===== src/rtl/rv_ctrl_pkg.sv =====
// Shared constants for the RV64 decode/control stage.
// ALU op codes, opcode/funct fields and FSM state encoding.
package rv_ctrl_pkg;

  localparam logic [3:0] ALU_AND = 4'b0000;
  localparam logic [3:0] ALU_OR  = 4'b0001;
  localparam logic [3:0] ALU_ADD = 4'b0010;
  localparam logic [3:0] ALU_SLL = 4'b0011;
  localparam logic [3:0] ALU_SRL = 4'b0101;
  localparam logic [3:0] ALU_MUL = 4'b0110;
  localparam logic [3:0] ALU_XOR = 4'b0111;
  localparam logic [3:0] ALU_HCF = 4'b1001;

  localparam logic [6:0] OPC_OP      = 7'b0110011;
  localparam logic [6:0] OPC_CUSTOM0 = 7'b0001011;

  localparam logic [6:0] F7_BASE   = 7'b0000000;
  localparam logic [6:0] F7_MULDIV = 7'b0000001;

  localparam logic [2:0] F3_ADD = 3'b000;
  localparam logic [2:0] F3_SLL = 3'b001;
  localparam logic [2:0] F3_XOR = 3'b100;
  localparam logic [2:0] F3_SRL = 3'b101;
  localparam logic [2:0] F3_OR  = 3'b110;
  localparam logic [2:0] F3_AND = 3'b111;

  typedef enum logic [2:0] {
    IDLE    = 3'd0,
    DECODE  = 3'd1,
    ISSUE   = 3'd2,
    WAIT_MC = 3'd3,
    WB      = 3'd4,
    ERR     = 3'd5
  } ctrl_state_t;

endpackage


===== src/rtl/rv_decode_ctrl_alu_op_decode.sv =====
// Combinational ALU-op decode: instr -> alu_control, is_mc, legal.
// Only opcode, funct3 and funct7 take part; register fields pass by.
module rv_alu_op_decode
  import rv_ctrl_pkg::*;
(
  input  logic [31:0] instr,
  output logic [3:0]  alu_control,
  output logic        is_mc,
  output logic        legal
);

  logic [6:0] opcode;
  logic [6:0] funct7;
  logic [2:0] funct3;
  logic       is_base;
  logic       is_mul;
  logic       is_hcf;
  logic       unused_fields;

  assign opcode = instr[6:0];
  assign funct3 = instr[14:12];
  assign funct7 = instr[31:25];
  assign unused_fields = ^{instr[24:15], instr[11:7]};

  assign is_base = (opcode == OPC_OP) && (funct7 == F7_BASE);
  assign is_mul  = (opcode == OPC_OP) && (funct7 == F7_MULDIV)
                && (funct3 == F3_ADD);
  assign is_hcf  = (opcode == OPC_CUSTOM0) && (funct7 == F7_BASE)
                && (funct3 == F3_ADD);

  always_comb begin
    alu_control = ALU_AND;
    is_mc       = 1'b0;
    legal       = 1'b0;
    unique case (1'b1)
      is_base: begin
        legal = 1'b1;
        case (funct3)
          F3_ADD:  alu_control = ALU_ADD;
          F3_SLL:  alu_control = ALU_SLL;
          F3_XOR:  alu_control = ALU_XOR;
          F3_SRL:  alu_control = ALU_SRL;
          F3_OR:   alu_control = ALU_OR;
          F3_AND:  alu_control = ALU_AND;
          default: legal = 1'b0;
        endcase
      end
      is_mul: begin
        legal       = 1'b1;
        alu_control = ALU_MUL;
      end
      is_hcf: begin
        legal       = 1'b1;
        is_mc       = 1'b1;
        alu_control = ALU_HCF;
      end
      default: ;
    endcase
  end

endmodule


===== src/rtl/rv_decode_ctrl.sv =====
// Decode/control stage ahead of the regfile/ALU datapath.
// Optional RAW_INTERLOCK_EN adds a one-cycle DECODE bubble on RAW hazards.
module rv_decode_ctrl
  import rv_ctrl_pkg::*;
#(
  parameter int MC_TIMEOUT = 64,
  parameter int CNT_W      = 16
) (
  input  logic             clock,
  input  logic             reset,
  input  logic             in_valid,
  output logic             in_ready,
  input  logic [31:0]      in_instr,
  output logic [4:0]       read_reg_num1,
  output logic [4:0]       read_reg_num2,
  output logic [4:0]       write_reg,
  output logic [3:0]       alu_control,
  output logic             regwrite,
  output logic             mc_start,
  input  logic             mc_done,
  output logic             illegal,
  output logic [CNT_W-1:0] retired_cnt,
  output logic [CNT_W-1:0] illegal_cnt
);

  localparam int TW = $clog2(MC_TIMEOUT + 1);

  ctrl_state_t state;
  logic [31:0] instr_q;
  logic [TW-1:0] timer;
  logic [3:0] dec_alu;
  logic dec_mc;
  logic dec_legal;
  logic stall;

  rv_alu_op_decode u_dec (
    .instr       (instr_q),
    .alu_control (dec_alu),
    .is_mc       (dec_mc),
    .legal       (dec_legal)
  );

  function automatic logic [CNT_W-1:0] sat_inc(
    input logic [CNT_W-1:0] v
  );
    return (&v) ? v : v + 1'b1;
  endfunction

`ifdef RAW_INTERLOCK_EN
  logic [4:0] last_rd;
  logic bubble_q;
  logic hazard;

  assign hazard = (last_rd != 5'd0)
               && ((read_reg_num1 == last_rd)
                || (read_reg_num2 == last_rd));
  assign stall = hazard && !bubble_q;

  // One bubble per instruction; cleared once DECODE moves on.
  always_ff @(posedge clock) begin
    if (!reset) begin
      last_rd  <= 5'd0;
      bubble_q <= 1'b0;
    end else begin
      if (state == DECODE)
        bubble_q <= stall;
      if ((state == ISSUE && !mc_start) || state == WB)
        last_rd <= write_reg;
    end
  end
`else
  assign stall = 1'b0;
`endif

  always_ff @(posedge clock) begin
    if (!reset) begin
      state         <= IDLE;
      instr_q       <= 32'd0;
      timer         <= '0;
      in_ready      <= 1'b0;
      read_reg_num1 <= 5'd0;
      read_reg_num2 <= 5'd0;
      write_reg     <= 5'd0;
      alu_control   <= ALU_AND;
      regwrite      <= 1'b0;
      mc_start      <= 1'b0;
      illegal       <= 1'b0;
      retired_cnt   <= '0;
      illegal_cnt   <= '0;
    end else begin
      unique case (state)
        IDLE: begin
          in_ready <= 1'b1;
          if (in_valid && in_ready) begin
            instr_q       <= in_instr;
            read_reg_num1 <= in_instr[19:15];
            read_reg_num2 <= in_instr[24:20];
            write_reg     <= in_instr[11:7];
            in_ready      <= 1'b0;
            state         <= DECODE;
          end
        end
        DECODE: begin
          if (!stall) begin
            if (!dec_legal) begin
              illegal <= 1'b1;
              state   <= ERR;
            end else begin
              alu_control <= dec_alu;
              state       <= ISSUE;
              if (dec_mc)
                mc_start <= 1'b1;
              else
                regwrite <= (write_reg != 5'd0);
            end
          end
        end
        ISSUE: begin
          // mc_start still high here marks the HCF path.
          if (mc_start) begin
            mc_start <= 1'b0;
            timer    <= '0;
            state    <= WAIT_MC;
          end else begin
            regwrite    <= 1'b0;
            retired_cnt <= sat_inc(retired_cnt);
            in_ready    <= 1'b1;
            state       <= IDLE;
          end
        end
        WAIT_MC: begin
          if (mc_done) begin
            regwrite <= (write_reg != 5'd0);
            state    <= WB;
          end else if (timer == TW'(MC_TIMEOUT - 1)) begin
            illegal <= 1'b1;
            state   <= ERR;
          end else begin
            timer <= timer + 1'b1;
          end
        end
        WB: begin
          regwrite    <= 1'b0;
          retired_cnt <= sat_inc(retired_cnt);
          in_ready    <= 1'b1;
          state       <= IDLE;
        end
        ERR: begin
          illegal     <= 1'b0;
          illegal_cnt <= sat_inc(illegal_cnt);
          in_ready    <= 1'b1;
          state       <= IDLE;
        end
        default: state <= IDLE;
      endcase
    end
  end

endmodule

===== config.mk =====
export PLATFORM = sky130hd
export DESIGN_NAME = rv_decode_ctrl
export DESIGN_NICKNAME = d
export VERILOG_FILES = /design/src/rtl/rv_ctrl_pkg.sv /design/src/rtl/rv_decode_ctrl_alu_op_decode.sv /design/src/rtl/rv_decode_ctrl.sv
export SDC_FILE = /design/constraint.sdc
export NUM_CORES = 1
export LEC_CHECK = 0
export CORE_AREA = 10 10 143 145
export DETAILED_ROUTE_END_ITERATION = 16
export DIE_AREA = 0 0 153 155
export PLACE_DENSITY = 0.45
export SLEW_MARGIN = 15
export SYNTH_ARGS = -nofsm -noshare
export SYNTH_HDL_FRONTEND = slang
export SYNTH_HIERARCHICAL = 1
export SYNTH_SLANG_ARGS = --single-unit

===== constraint.sdc =====
create_clock -name clock -period 5.5 [get_ports clock]
set_input_delay 0.825 -clock clock [delete_from_list [all_inputs] [get_ports clock]]
set_output_delay 0.825 -clock clock [all_outputs]
set_load 0.02 [all_outputs]

==> results of run 1 <==
-- metrics by stage --
step	instances	cell area [µm²]
after global placement	776	4990
after CTS	792	5290
after global routing	792	5300
after floorplan	494	3980
after detailed placement	776	4990
final	792	5300
-- kinds of logic after synthesis --
logic type                 Yosys count
adders and majority gates            3
muxes                               13
AOI/OAI and AO/OA                  119
DFF                                 82
buffers and inverters               48
and+or+nand+nor                    229
-- layout make-up --
type | instances | share of cell area [%]
well taps | 229 | 5.41
repair buffers | 95 | 17.7
multi-input cells | 364 | 39.7
flip-flops and latches | 82 | 31.0
clock inverters | 5 | 0.992
inverters | 6 | 0.449
clock buffers | 11 | 4.77
-- worst max-delay path: cells and delay by family --
family | cells | cell delay [ns]
buffers and inverters | 3 | 1.53
AO/OA/AOI/OAI | 1 | 0.43
AND/OR/NAND/NOR | 1 | 0.11
-- power by group --
part	leakage [nW]	total [mW]	internal (mW)	switching (mW)
clock	0.151	0.621	0.374	0.246
combinational	0.918	0.134	0.0628	0.0712
sequential	0.664	0.635	0.613	0.0221
total	1.73	1.39	1.05	0.340
-- cells in the final DEF, fill, tap and decap left out, types with 3 or more instances in the layout --
cell / Yosys / routed
clkdlybuf4s50_1: 0 / 90
clkinv_2: 0 / 4
buf_4: 17 / 5
or4_1: 12 / 12
nand2b_1: 12 / 12
nand3_1: 22 / 22
dfxtp_1: 82 / 82
ha_1: 3 / 3
mux2i_1: 12 / 12
nor4_1: 4 / 3
nor3_1: 8 / 8
o21ai_0: 17 / 17
and2_1: 3 / 3
inv_1: 5 / 5
o41ai_1: 4 / 4
o31ai_1: 6 / 6
nor2b_1: 8 / 7
or3_1: 13 / 13
nand4_1: 14 / 14
and3_1: 4 / 4
nand2_1: 90 / 90
clkbuf_16: 0 / 9
a21oi_1: 66 / 66
nand3b_1: 3 / 3
and4_1: 5 / 5
nand4b_1: 4 / 4
nor2_1: 17 / 17
-- worst paths after layout --
path | from | end | slack, ns | cells after the start
hold / removal | timer[6] | timer[6] | 0.45 | 2
hold reg to reg | timer[6] | timer[6] | 0.45 | 2
setup / recovery | reset | state[1] | 2.87 | 5
setup reg to reg | instr_q[5] | regwrite | 2.92 | 7
-- synth_stat cells, types with 2 or more instances --
cell type  number  area share [%]
buf_4          17             3.2
a2bb2oi_1       2            0.44
nor2b_1         8             1.3
a21o_1          2            0.38
nand3_1        22             2.8
or4_1          12             2.3
buf_2           2            0.25
mux2i_1        12             3.0
nor2_1         17             1.6
nand2_1        90             8.5
nor4_1          4            0.63
or3b_1          2            0.44
clkbuf_1       23             2.2
and4_1          5             1.1
and3_1          4            0.63
a211o_1         2            0.44
a21oi_1        66             8.3
ha_1            3            0.94
nand4_1        14             2.2
and2_1          3            0.47
a41o_1          2            0.50
o21ai_0        17             2.1
a31oi_1         2            0.31
nand4b_1        4            0.88
or3_1          13             2.0
dfxtp_1        82              41
o311ai_0        2            0.44
o31ai_1         6             1.1
nand2b_1       12             1.9
a221oi_1        2            0.44
nand3b_1        3            0.57
inv_1           5            0.47
nor3_1          8             1.0
o41ai_1         4            0.88
-- routing by layer --
| layer | part of all wire, % | up-vias |
|---|---|---|
| met5 | 0 | - |
| met4 | 1.6 | 0 |
| met3 | 6.3 | 12 |
| met2 | 44 | 99 |
| met1 | 48 | 1804 |
| li1 | - | 1910 |
==> impl_table.tex, run 1 <==
\begin{tabular}{lr}
\hline
Metric & Value \\
\hline
\multicolumn{2}{l}{\textbf{Run status}} \\
Run status & finished, final reports clean \\
\multicolumn{2}{l}{\textbf{Global route}} \\
Total Routing Usage GR & 10.1\% \\
First-pass GRT wire length & 20000 µm \\
Leftover overflow at the end of global routing & 0 \\
Antenna violations before repair & 0 \\
Met3 Usage GRT & 3.42\% \\
Vias in the first global route & 3862 \\
Pin count of the biggest net entering global routing & 64 \\
Top Usage Layer GRT & met2 \\
Met2 demand-to-capacity share in global routing & 15.4\% \\
Met1 Track Usage GR & 12.7\% \\
\multicolumn{2}{l}{\textbf{Final layout}} \\
Finished Core Util & 30.0\% \\
Area of the multi-input gates & 2100 µm² \\
Number of nets at the end of the flow & 597 \\
Number of flip-flops in the largest register & 20 \\
Register area & 1640 µm² \\
Area growth from synthesis to layout & 33.1\% \\
Largest registers & instr\_q: 20 flops, illegal\_cnt: 16 flops, retired\_cnt: 16 flops \\
Count of fill cells added during filler insertion & 1898 \\
Largest register by flop count & instr\_q \\
Number of inserted diodes & 0 \\
Layout cell share with drive strength beyond 1 & 5.33\% \\
\multicolumn{2}{l}{\textbf{Setup path}} \\
Crit Path Max Fanout & 63 \\
Critical path class & input port to flop \\
Critical-path cell with the highest stage delay & clkinv\_2 \\
Arrival time reported for the critical path endpoint & 2.91 ns \\
Ordered list of cells on the worst path & clkdlybuf4s50\_1 > buf\_4 > clkinv\_2 > a21o\_1 > nor2\_1 \\
Startpoint type of the worst setup path & input port \\
Critical Path Sink Type & flop \\
Data required time at the worst endpoint & 5.78 ns \\
Largest incremental delay on the critical path & 0.78 ns \\
\multicolumn{2}{l}{\textbf{Synth}} \\
Cell count after synthesis & 494 \\
Mux contribution to synthesized area & 3.30\% \\
Share of the synthesized netlist area taken by xor and xnor gates & 0\% \\
Netlist area before placement & 3980 µm² \\
Commonest register cell after synthesis & dfxtp\_1 \\
Post-synth EDFFs & 0 \\
Share of the synthesized area in compound gates (AO/OA/AOI/OAI) & 18.3\% \\
Average cell area after synthesis & 8.06 µm² \\
Synth cell types & 56 \\
Area share of and/or/nand/nor cells after synthesis & 30.1\% \\
Synth warn & 6 \\
Synthesized-area fraction occupied by adder cells & 0.943\% \\
Net count of the mapped netlist & 533 \\
Number of flip-flops and latches in the synthesized netlist & 82 \\
Register area share after synthesis & 41.2\% \\
Largest family of logic cells by synthesized area & simple AND/OR/NAND/NOR gates \\
Share of flip-flops with an asynchronous set or reset after synthesis & 0\% \\
\multicolumn{2}{l}{\textbf{Die}} \\
Die Outline Area & 23700 µm² \\
Number of rows in the core area & 49 \\
Die span in x & 153 µm \\
Core Area & 17700 µm² \\
Vertical extent of the die & 155 µm \\
I/O pin cnt & 91 \\
Initial Util & 22.6\% \\
\multicolumn{2}{l}{\textbf{Clock tree}} \\
H-Tree Level Count & 3 \\
Worst-skew pair later-pin latency & 0.34 ns \\
Setup Fix Bufs, Post-CTS & 0 \\
Root cell of the clock tree & clkbuf\_16 \\
Deepest clock path buffer count & 2 \\
Clock transition at the register clock pins on the worst setup and hold paths after CTS & 0.06 ns \\
PostCTS Resize Cnt & 0 \\
Number of clock sinks & 82 \\
Hold\_buf cts & 0 \\
TritonCTS clock tree & yes \\
Cts bufs inserted & 9 \\
\multicolumn{2}{l}{\textbf{Flow run}} \\
Max-capacitance violation count & 0 \\
\multicolumn{2}{l}{\textbf{STA}} \\
Final hold violation count & 0 \\
Transition time of the tightest slew-check pin & 0.924 ns \\
Maximum frequency from static timing analysis & 380 MHz \\
Unrepaired setup endpoints after global routing & false \\
Final critical-path setup slack & 2.87 ns \\
Part of the cycle the worst path needs & 47.9\% \\
Minimum clock period & 2.63 ns \\
Total Neg Setup Slack & 0 ns \\
Rel. slew slack & 38.4\% \\
Total of endpoints with negative setup slack in the final report & 0 \\
Number of max-slew violations in the final report & 0 \\
Worst clock skew & 0.00751 ns \\
Worst hold margin & 0.450 ns \\
\multicolumn{2}{l}{\textbf{Routing}} \\
Residual DRC count & 0 \\
WL final & 11800 µm \\
Detailed-route wire length per cell & 14.9 µm \\
Antenna viol nets, final & 0 \\
Total via count after detailed routing & 3825 \\
First DRT Iteration DRCs & 234 \\
Number of search-and-repair iterations in the first detailed-routing pass & 4 \\
Drt via density & 4.83 \\
\multicolumn{2}{l}{\textbf{Worst hold path}} \\
Class of the most critical hold timing path & flop to flop \\
\multicolumn{2}{l}{\textbf{Power}} \\
Overall power & 1.39 mW \\
Maximum vdd drop & 0.135 mV \\
Leakage power summed over all cells & 1.73 nW \\
Power density over cell area & 262 nW/µm² \\
\multicolumn{2}{l}{\textbf{Placement}} \\
HPWL after detailed placement & 8280 µm \\
Final estimated routing congestion in global placement & 0.771 \\
Minimum setup slack after placement & 2.76 ns \\
Total of buffers placed on input and output ports & 90 \\
\hline
\end{tabular}
No activity file was read; power rests on OpenSTA's default activity.
==> run 2: changes to the inputs <==
Clock period 5.5 ns to 2.47 ns, I/O delays scaled along.
==> run 2 against run 1 <==
  * Non-clock buffer count up 15
  * Clock skew is 0.0038 ns higher
  * Hold slack worse by 0.0030 ns
  * Utilization increased by 0.94 points
  * Sequential share of layout area is 0.90 points lower
  * Die area did not move
  * Clock power grew 140%
  * First-iteration DRC count down 3.8%
  * Critical path type is now flop to flop
  * Critical endpoint is now regwrite
  * Highest routed layer unchanged
==> impl_table.tex, run 2 (same netlist as run 1, synthesis figures left out) <==
\begin{tabular}{lr}
\hline
Metric & Value \\
\hline
\multicolumn{2}{l}{\textbf{STA}} \\
Worst clock skew & 0.0113 ns (+0.00380 ns) \\
Total of endpoints with negative setup slack in the final report & 0 (unchanged) \\
Total Neg Setup Slack & 0 ns (unchanged) \\
Rel. slew slack & 61.9\% (+24 points) \\
Part of the cycle the worst path needs & 95.2\% \\
Number of max-slew violations in the final report & 0 (unchanged) \\
Minimum clock period & 2.35 ns \\
Transition time of the tightest slew-check pin & 0.566 ns (-0.358 ns) \\
Unrepaired setup endpoints after global routing & true \\
Worst hold margin & 0.447 ns (-0.00298 ns) \\
Maximum frequency from static timing analysis & 425 MHz \\
Final hold violation count & 0 (unchanged) \\
\multicolumn{2}{l}{\textbf{Final layout}} \\
Commonest cells after routing, fill and taps aside & nand2\_1, clkdlybuf4s50\_1, dfxtp\_1 \\
Number of flip-flops in the largest register & 20 (unchanged) \\
Largest registers & instr\_q: 20 flops, illegal\_cnt: 16 flops, retired\_cnt: 16 flops \\
Count of fill cells added during filler insertion & 1842 (-3.0\%) \\
Largest register by flop count & instr\_q \\
Area growth from synthesis to layout & 37.2\% \\
Layout cell share with drive strength beyond 1 & 8.30\% (+3.0 points) \\
Number of nets at the end of the flow & 612 (+2.5\%) \\
Number of inserted diodes & 0 (unchanged) \\
\multicolumn{2}{l}{\textbf{Setup path}} \\
Startpoint type of the worst setup path & flop \\
Critical-path cell with the highest stage delay & or4\_1 \\
Data required time at the worst endpoint & 2.75 ns (-3.03 ns) \\
FF-to-FF path depth & 7 (unchanged) \\
Critical path class & flop to flop \\
Crit path buffers/inverters & 0 (-3) \\
Largest incremental delay on the critical path & 0.51 ns (-0.27 ns) \\
Crit Path Max Fanout & 4 (-94\%) \\
Critical Path Sink Type & flop \\
Number of cells on the critical path & 7 (+2) \\
Arrival time reported for the critical path endpoint & 2.63 ns (-0.28 ns) \\
Ordered list of cells on the worst path & or3b\_1 > or4\_4 > a221oi\_4 > mux2\_4 > a221oi\_2 > or4\_1 > a21oi\_1 \\
Cell family with the largest share of critical-path delay & simple AND/OR/NAND/NOR gates \\
\multicolumn{2}{l}{\textbf{Power}} \\
Share of total power in the clock network & 46.3\% (+1.6 points) \\
Switching power & 0.789 mW (+130\%) \\
Maximum vdd drop & 0.372 mV (+180\%) \\
Proportion of total power due to net switching & 24.5\% (about the same) \\
Register share of total power & 43.5\% (-2.2 points) \\
Leakage power summed over all cells & 1.84 nW (+5.9\%) \\
Share of total power in combinational logic & 10.3\% (+0.7 points) \\
Power density over cell area & 590 nW/µm² (+130\%) \\
Design internal power & 2.44 mW (+130\%) \\
\multicolumn{2}{l}{\textbf{Clock tree}} \\
Cts bufs inserted & 9 (unchanged) \\
Root cell of the clock tree & clkbuf\_16 \\
TritonCTS clock tree & yes \\
H-Tree Level Count & 3 (unchanged) \\
Worst-skew pair later-pin latency & 0.34 ns (about the same) \\
Number of clock sinks & 82 (unchanged) \\
Deepest clock path buffer count & 2 (unchanged) \\
Clock transition at the register clock pins on the worst setup and hold paths after CTS & 0.06 ns (about the same) \\
Hold\_buf cts & 0 (unchanged) \\
\multicolumn{2}{l}{\textbf{Run status}} \\
Run status & finished, final reports clean \\
\multicolumn{2}{l}{\textbf{Worst hold path}} \\
Hold depth & 2 (unchanged) \\
Class of the most critical hold timing path & flop to flop \\
\multicolumn{2}{l}{\textbf{Global route}} \\
First-pass GRT wire length & 19400 µm (-2.9\%) \\
Total Routing Usage GR & 9.81\% (-0.29 points) \\
Vias in the first global route & 3764 (-2.5\%) \\
Leftover overflow at the end of global routing & 0 (unchanged) \\
Pin count of the biggest net entering global routing & 33 (-48\%) \\
Antenna violations before repair & 0 (unchanged) \\
\multicolumn{2}{l}{\textbf{Die}} \\
Vertical extent of the die & 155 µm (unchanged) \\
Core Area & 17700 µm² (unchanged) \\
Die Outline Area & 23700 µm² (unchanged) \\
Die span in x & 153 µm (unchanged) \\
Initial Util & 22.6\% (unchanged) \\
Number of rows in the core area & 49 (unchanged) \\
I/O pin cnt & 91 (unchanged) \\
\multicolumn{2}{l}{\textbf{Placement}} \\
HPWL after detailed placement & 8580 µm (+3.7\%) \\
Total of buffers placed on input and output ports & 90 (unchanged) \\
Final estimated routing congestion in global placement & 0.791 (+2.5\%) \\
\multicolumn{2}{l}{\textbf{Routing}} \\
First DRT Iteration DRCs & 225 (-3.8\%) \\
Detailed-route wire length per cell & 14.6 µm (-2.1\%) \\
WL final & 11800 µm (-0.30\%) \\
Drt via density & 4.70 (-2.8\%) \\
Residual DRC count & 0 (unchanged) \\
Total via count after detailed routing & 3789 (-0.94\%) \\
Number of search-and-repair iterations in the first detailed-routing pass & 4 (unchanged) \\
Antenna viol nets, final & 0 (unchanged) \\
\multicolumn{2}{l}{\textbf{Flow run}} \\
Max-capacitance violation count & 0 (unchanged) \\
\hline
\end{tabular}
run 2: changes by cell type in the layout (fill, tap and decap cells not counted), sizes merged:
cell	change
clkbuf	-1
clkinv	-1
clkinvlp	-1
buf	+15
bufinv	+1
inv	+2
run 2: cell type report:
cell class              count  area (µm²)  share of cell area, %
repair buffers            110        1060                   19.5
multi-input cells         364        2120                   38.8
well taps                 229         287                   5.24
inverters                   6        22.5                  0.412
clock inverters             6        87.6                   1.60
flip-flops and latches     82        1640                   30.1
clock buffers              10         239                   4.37
run 2: worst register-to-register path, cell delays in order (launching register included):
cell      delay, ns
dfxtp_2        0.33
or3b_1         0.35
or4_4          0.44
a221oi_4       0.27
mux2_4         0.19
a221oi_2       0.06
or4_1          0.51
a21oi_1        0.13
run 2: layer usage:
metal	part of all wire (%)	global-route usage, %	up-vias
met1	48	12.6	1758
met4	1.3	3.54	0
met5	0	0	-
li1	-	-	1943
met2	44	14.9	78
met3	6.4	3.25	10
run 2: path summary, 6_finish.rpt:
check / start / end / slack, ns
worst max-delay path: instr_q[4] / regwrite / 0.12
worst min-delay path: timer[6] / timer[6] / 0.45
worst max register to register: instr_q[4] / regwrite / 0.12
worst min register to register: timer[6] / timer[6] / 0.45
run 2: per-stage QoR:
stage / worst slack, ns / util (%) / total power, mW / area (µm²) / std cells
floorplan: 0.148 / - / 1.61 / 3980 / 494
global route: 0.00868 / 31.0 / 3.37 / 5470 / 807
global placement: 0.0714 / 28.9 / 1.76 / 5100 / 790
CTS: 0.00203 / 30.8 / 3.27 / 5430 / 806
finish: 0.118 / 31.0 / 3.22 / 5470 / 807
detailed placement: 0.0388 / 28.9 / 1.76 / 5100 / 790
run 2: power groups by stage:
stage                     Clock, mW  Sequential [mW]  Combinational, mW
final                          1.49             1.40              0.331
after global routing           1.59             1.41              0.369
after floorplan                   0             1.43              0.186
after global placement            0             1.43              0.330
after CTS                      1.54             1.40              0.333
after detailed placement          0             1.43              0.332
run 2: what timing repair did:
action,4_1_cts,5_1_grt
endpoints found under the setup margin,0,3
buffers inserted,0,1
gates resized for setup,0,6
